File: config.mk
export PLATFORM = sky130hd
export DESIGN_NAME = psk_modulator
export DESIGN_NICKNAME = d
export VERILOG_FILES = /design/src/rtl/psk_modulator.sv
export SDC_FILE = /design/constraint.sdc
export NUM_CORES = 1
export LEC_CHECK = 0
export ABC_AREA = 1
export BUFFER_PORTS_ARGS = -buffer_cell sky130_fd_sc_hd__buf_4
export CAP_MARGIN = 10
export CELL_PAD_IN_SITES_DETAIL_PLACEMENT = 1
export CELL_PAD_IN_SITES_GLOBAL_PLACEMENT = 2
export CORE_MARGIN = 3
export CORE_UTILIZATION = 35
export DETAILED_ROUTE_END_ITERATION = 6
export GPL_ROUTABILITY_DRIVEN = 0
export PLACE_DENSITY = 0.94
export SETUP_SLACK_MARGIN = 0.4
export SYNTH_ARGS = -nofsm -noshare
export SYNTH_HDL_FRONTEND = slang
export SYNTH_SLANG_ARGS = --single-unit
File: constraint.sdc
create_clock -name clk -period 5.3 [get_ports clk]
set_input_delay 0.265 -clock clk [delete_from_list [all_inputs] [get_ports clk]]
set_output_delay 0.265 -clock clk [all_outputs]
set_load 0.02 [all_outputs]
File: src/rtl/psk_modulator.sv
// BPSK/QPSK carrier modulator: serialises handshaked data words into symbols, each an integer
// number of carrier periods read from a phase-offset sine LUT built at elaboration.
module psk_modulator #(
  parameter int    SINE_WIDTH         = 12,
  parameter int    ADDR_WIDTH         = 8,
  parameter int    WORD_WIDTH         = 8,
  parameter int    PERIODS_PER_SYMBOL = 1,
  parameter string SINE_FILE          = "sine_value.hex"
) (
  input  logic                         clk,
  input  logic                         arst,
  input  logic                         en,
  input  logic                         mode,
  input  logic [WORD_WIDTH-1:0]        in_data,
  input  logic                         in_valid,
  output logic                         in_ready,
  output logic signed [SINE_WIDTH-1:0] out_sample,
  output logic                         out_valid,
  output logic                         out_sym_start,
  output logic                         busy
);

  localparam int D     = 1 << ADDR_WIDTH;
  localparam int SYM_W = $clog2(WORD_WIDTH + 1);
  localparam int PER_W = (PERIODS_PER_SYMBOL > 1) ? $clog2(PERIODS_PER_SYMBOL) : 1;

  typedef enum logic [0:0] {IDLE = 1'b0, RUN = 1'b1} state_t;

  if ((WORD_WIDTH % 2) != 0 || WORD_WIDTH < 2) begin : g_bad_word
    $error("psk_modulator: WORD_WIDTH must be even and >= 2");
  end
  if (PERIODS_PER_SYMBOL < 1) begin : g_bad_pps
    $error("psk_modulator: PERIODS_PER_SYMBOL must be >= 1");
  end

  function automatic logic [D*SINE_WIDTH-1:0] build_sine();
    logic [D*SINE_WIDTH-1:0] t;
    real amp;
    real v;
    int  s;
    t   = '0;
    amp = real'((1 << (SINE_WIDTH - 1)) - 1);
    for (int unsigned i = 0; i < D; i++) begin
      v = amp * $sin(6.283185307179586 * real'(i) / real'(D));
      s = (v >= 0.0) ? $rtoi(v + 0.5) : -$rtoi(0.5 - v);
      t[i*SINE_WIDTH +: SINE_WIDTH] = s[SINE_WIDTH-1:0];
    end
    return t;
  endfunction

  localparam logic [D*SINE_WIDTH-1:0] SINE_TABLE = build_sine();

  state_t                   state;
  logic [WORD_WIDTH-1:0]    shreg;
  logic                     mode_q;
  logic [SYM_W-1:0]         symbols_left;
  logic [ADDR_WIDTH-1:0]    sample_cnt;
  logic [PER_W-1:0]         period_cnt;
  logic [ADDR_WIDTH-1:0]    offset;
  logic [ADDR_WIDTH-1:0]    lut_addr;
  logic signed [SINE_WIDTH-1:0] lut_rd;
  logic                     period_last;
  logic                     sample_last;
  logic                     word_last;
  logic                     run_en;
  logic                     accept;

  assign period_last = (period_cnt == PER_W'(PERIODS_PER_SYMBOL - 1));
  assign sample_last = (sample_cnt == '1) && period_last;
  assign word_last   = sample_last && (symbols_left == SYM_W'(1));
  assign run_en      = (state == RUN) && en;
  assign in_ready    = (state == IDLE) || (run_en && word_last);
  assign accept      = in_valid && in_ready;
  assign busy        = (state == RUN);

  // QPSK dibits are Gray-coded onto odd multiples of 45 degrees
  always_comb begin
    offset = '0;
    if (!mode_q) begin
      offset = shreg[0] ? '0 : ADDR_WIDTH'(D / 2);
    end else begin
      case (shreg[1:0])
        2'b00:   offset = ADDR_WIDTH'(D / 8);
        2'b01:   offset = ADDR_WIDTH'(3 * D / 8);
        2'b11:   offset = ADDR_WIDTH'(5 * D / 8);
        default: offset = ADDR_WIDTH'(7 * D / 8);
      endcase
    end
  end

  assign lut_addr = sample_cnt + offset;
  assign lut_rd   = SINE_TABLE[int'(lut_addr)*SINE_WIDTH +: SINE_WIDTH];

  always_ff @(posedge clk or posedge arst) begin
    if (arst) begin
      state         <= IDLE;
      shreg         <= '0;
      mode_q        <= 1'b0;
      symbols_left  <= '0;
      sample_cnt    <= '0;
      period_cnt    <= '0;
      out_sample    <= '0;
      out_valid     <= 1'b0;
      out_sym_start <= 1'b0;
    end else begin
      if (run_en) begin
        out_sample    <= lut_rd;
        out_valid     <= 1'b1;
        out_sym_start <= (sample_cnt == '0) && (period_cnt == '0);
        sample_cnt    <= sample_cnt + ADDR_WIDTH'(1);
        if (sample_cnt == '1) begin
          period_cnt <= period_last ? '0 : period_cnt + PER_W'(1);
        end
        if (sample_last) begin
          shreg        <= mode_q ? (shreg >> 2) : (shreg >> 1);
          symbols_left <= symbols_left - SYM_W'(1);
        end
        if (word_last) begin
          state <= IDLE;
        end
      end else begin
        out_valid     <= 1'b0;
        out_sym_start <= 1'b0;
        if (state == IDLE && en) begin
          out_sample <= '0;
        end
      end
      // A word-end accept overrides the return to IDLE so the next word follows without a gap
      if (accept) begin
        shreg        <= in_data;
        mode_q       <= mode;
        symbols_left <= mode ? SYM_W'(WORD_WIDTH / 2) : SYM_W'(WORD_WIDTH);
        sample_cnt   <= '0;
        period_cnt   <= '0;
        state        <= RUN;
      end
    end
  end

endmodule
== After elaboration in Yosys (flattened, before gate mapping) ==
Index checks and enable logic that the tools add are counted.
Storage, ports and cells
  register bits after elaboration: 37
  output and inout bits: 16
  word-level logic and storage cells: 63
Cells by class
  add/sub/neg operators: 4
  multipliers: 1
  eq/ne operators: 4
  shift-type cells: 1
  muxes and demuxes: 24
  bitwise logic cells: 2
  reduce and logical (&&, ||, !) cells: 18
Operators by type and width (count)
  3072-bit by 13-bit variable part select with 12-bit output (first input constant): 1
  8-bit 2-to-1 mux: 7
  12-bit 2-to-1 mux: 2
  8-bit case mux with 3 select lines: 1
  4-bit 2-to-1 mux: 4
  8-bit by 2-bit multiplier with 10-bit output (second input constant): 1
  2-bit nonzero test: 5
  1-bit 2-to-1 mux: 9
  8-bit by 1-bit adder with 8-bit output (second input constant): 1
  8-bit adder: 1
  8-bit == test (second input constant): 1
  8-bit zero test: 1
  1-bit logical AND: 7
  7-bit 2-to-1 mux: 1
  2-bit AND reduction: 3
  4-bit by 1-bit == test with 1-bit output (second input constant): 1
  4-bit by 1-bit subtractor with 4-bit output (second input constant): 1
  2-bit by 1-bit == test with 1-bit output (second input constant): 1
  2-bit == test (second input constant): 1
  2-bit zero test: 1
  1-bit inverter: 2
  1-bit adder (second input constant): 1
  1-bit logical OR: 1

== Longest topological paths before layout ==
  depth after elaboration: 8
  mapped depth: 16
  mapped depth without buffers: 15

== Worst setup path after synthesis ==
Ideal clock, no wire load.
  path type: flip-flop to flip-flop
  start: register mode_q
  end: register out_sample[9]
  library setup time: 0.116 ns
  arrival: 2.270 ns
  data required time: 5.184 ns
  setup slack: 2.914 ns
  stages on the path, launching flop included: 13
  path buffers: 2
  cells stage by stage: dfrtp_1 > clkbuf_2 > clkinv_1 > a21oi_1 > o21ai_0 > fa_1 > clkbuf_1 > nor2_1 > o21ai_0 > nand3_1 > nand2_1 > nand2_1 > nand2_1
On the way
  word-level cells in the longest chain between the ends: 5
Ends and longest elaborated chain
  start: declaration: line 55  | logic mode_q;
  start signal: assignment: line 131  | mode_q <= mode;
  8-bit 2-to-1 mux: line 79  | if (!mode_q) begin
  8-bit adder: line 91  | assign lut_addr = sample_cnt + offset;
  8-bit by 2-bit multiplier with 10-bit output: line 92  | assign lut_rd = SINE_TABLE[int'(lut_addr)*SINE_WIDTH +: SINE_WIDTH];
  3072-bit by 13-bit variable part select with 12-bit output: line 92
  12-bit 2-to-1 mux: line 106  | if (run_en) begin
  end signal: assignment: line 107  | out_sample <= lut_rd;
  end: declaration: line 17  | output logic signed [SINE_WIDTH-1:0] out_sample,
No other way between the ends.
A chain may end at the register's enable or synchronous reset.

== Worst setup path after layout ==
  start: register mode_q
  end: register out_sample[8]
Same word-level chain as after synthesis.

==> metrics <==
total wire length=between 20 and 25 mm; Cells after Synth=~850; sequential share of power=~13%; Final WS setup=about 1.9 ns; CTS Buf Count=5; CTS tree=built; Die ar.=0.01470 mm2; max incr delay on CP=0.97 ns; gr ovfl total=0; clock share of power=7.7%; Die Span X=121.2 um; Worst setup EP type=flip-flop; initial antenna violation count=0; I/O Pins=29; WP data arrival=between 3 and 4 ns; sequential area share after synthesis=19.38%; post-synthesis cell area=approximately 0.0046 mm2; Pwr per Cell Area=between 700 and 800 mW/mm2; Psw=between 2 and 3 mW; largest net degree at the start of global routing=54; Clock Skew=roughly 0.0045 ns; CTS root buf=clkbuf_16; via count=just over 6000; Final HPWL DP=approximately 16 mm; maxcap violations=0; Port Buffers=28; Core Region=~0.013 mm2; Die Y=between 100 and 150 um; RSZ-0062 raised after global routing=no; total clock sinks=36; CP bufs+invs=2; hold_buf cts=0; Iteration-0 DRC Markers=between 700 and 800; layout cell share with drive strength beyond 1=under 10%; Setup Fix Bufs, Post-CTS=0; Final Util=39.64%; Leak=about 2.7 nW; number of buffers on the longest clock path=2; dpl ws=1.901 ns; DR WL/cell=~22 um; Setup violations, final=0; Synth area leaders=nand2_1, dfrtp_1, nand3_1, a21oi_1, ha_1; CTS resizes=0; final hold vios=0; clk_lat worst skew=0.29 ns; slowest stage cell, crit path=fa_1; cell-internal power=approximately 1.4 mW; # H-tree levels=2; clock-pin slew on the worst setup and hold paths=roughly 0.06 ns; Area Overhead vs Synth=9.368%; syn_nets=about 900; Synth top area share=27.94%; Pre-antenna DRT Iters=6; Synth area leader=nand2_1; Final nets=880; Switching Fraction=about two thirds; Avg Cell Area, Syn=approximately 5.5 um2; GRT Util Overall=30.61%; CP Max Fanout=16; stages on the worst setup path=11; Hold Path Class=in2async; type of origin of the critical path=flip-flop; crit-path cells=clkinv_1, a21oi_1, o21ai_0, fa_1, inv_1, nor3_1, a21oi_1, nand4_1, nand2_1, nand2_1, nand2_1; Netlist cell types=36; WHS=between 0.09 and 0.1 ns; post-route antenna net violation count=0; Critical Path Most Common Cell=nand2_1; setup TNS=0 ns; Yosys warnings=0; minimum clock period=3.448 ns; status=complete, no violations; max frequency=between 200 and 300 MHz; worst slew pin tran=1.127 ns; CP delay by family, top=adder cells; critical path type=reg2reg; relative slew slack=24.60%; starting density of the core=between 30 and 40%; # rows=~40; vias in the first global route=6120; Residual DRC=0; ANT cells=0; Final period util=around 65%; Req. time, crit path=5.48 ns; Slew Limit Fails=0; first-pass GRT wire length=34.68 mm; Comb power frac=approximately four fifths; VDD IR-drop max=between 0.0002 and 0.00025 V; Reg2Reg Depth=11; vias per cell=roughly 6; FF+latch count, synth=36
-- cell usage in the layout, fill, tap and decap left out, types with 2 or more instances in the layout --
cell	n
nand2_1	346
nand3_1	145
nor2_1	59
a21oi_1	48
inv_1	46
o21ai_0	43
buf_4	38
dfrtp_1	35
ha_1	19
nand4_1	14
nand2_2	6
xor2_1	6
inv_2	5
nor3_1	5
clkbuf_16	5
clkinv_1	2
nor2_2	2
o21a_1	2
o211ai_1	2
nand3b_1	2
clkinv_2	2
-- per-stage QoR --
step	instance area, um2	cells	total power, mW
2_1_floorplan	4648	848	2.457
3_3_place_gp	4928	1011	3.437
3_5_place_dp	4928	1011	3.444
4_1_cts	5072	1019	3.770
5_1_grt	5084	1020	4.163
6_report	5084	1020	3.910
-- sequential cells by signal (all words and copies together) (netlist names) --
signal         count
shreg              8
symbols_left       4
sample_cnt         8
busy               1
out_sample        12
mode_q             1
out_valid          1
out_sym_start      1
-- tightest hold or removal path: stages --
cell and delay (ns):
buf_4 0.11, inv_1 0.04, buf_4 0.42
-- logic make-up after synthesis --
kind of cell | count (synthesis) | synth area share (%)
and+or+nand+nor | 586 | 53.43
buffers and inverters | 100 | 9.044
AOI/OAI and AO/OA | 98 | 10.93
DFF | 36 | 19.38
adders and majority gates | 20 | 5.545
xor gates and xnor gates | 8 | 1.669
-- synthesized netlist by cell type (all sizes together) --
cell / number
nand2: 352
nand3: 145
nor2: 62
inv: 51
a21oi: 49
o21ai: 44
dfrtp: 36
buf: 31
ha: 19
clkbuf: 16
nand4: 14
xor2: 7
nor3: 6
clkinv: 2
nand3b: 2
o211ai: 2
o21a: 2
or2: 2
and3: 1
fa: 1
nor3b: 1
nor4: 1
o2111ai: 1
xnor2: 1
-- routing by layer --
metal	GRT usage [%]	vias to the layer above	routed length, um
li1	-	2754	-
met1	40.16	2857	8984
met2	46.58	413	9716
met3	7.319	106	2613
met4	16.04	0	1321
met5	0	-	0
-- power groups by stage --
stage               Sequential, mW  Clock [mW]  Combinational (mW)
floorplan                    0.471           0                1.99
finish                       0.502       0.299                3.11
global placement             0.498           0                2.94
global route                 0.510       0.317                3.34
detailed placement           0.499           0                2.95
CTS                          0.495       0.308                2.97
-- final cells by class --
type / count / area [um2]
Fill cell: 1792 / 7741
Multi-Input combinational cell: 712 / 3327
Sequential cell: 36 / 902.1
Timing Repair Buffer: 39 / 296.5
Tap cell: 172 / 215.2
Inverter: 53 / 198.9
Clock buffer: 5 / 125.1
Clock inverter: 3 / 18.77
-- final timing paths --
path,end,slack (ns),start
worst max-delay path,out_sample[8],1.85,mode_q
worst min-delay path,out_sample[4],0.1,arst
worst max register to register,out_sample[8],1.85,mode_q
worst min register to register,out_sample[7],0.48,out_sample[7]
max in group asynchronous,sample_cnt[3],4.81,arst
min in group clk,shreg[7],0.19,in_data[7]
No activity file was read; power rests on OpenSTA's default activity.
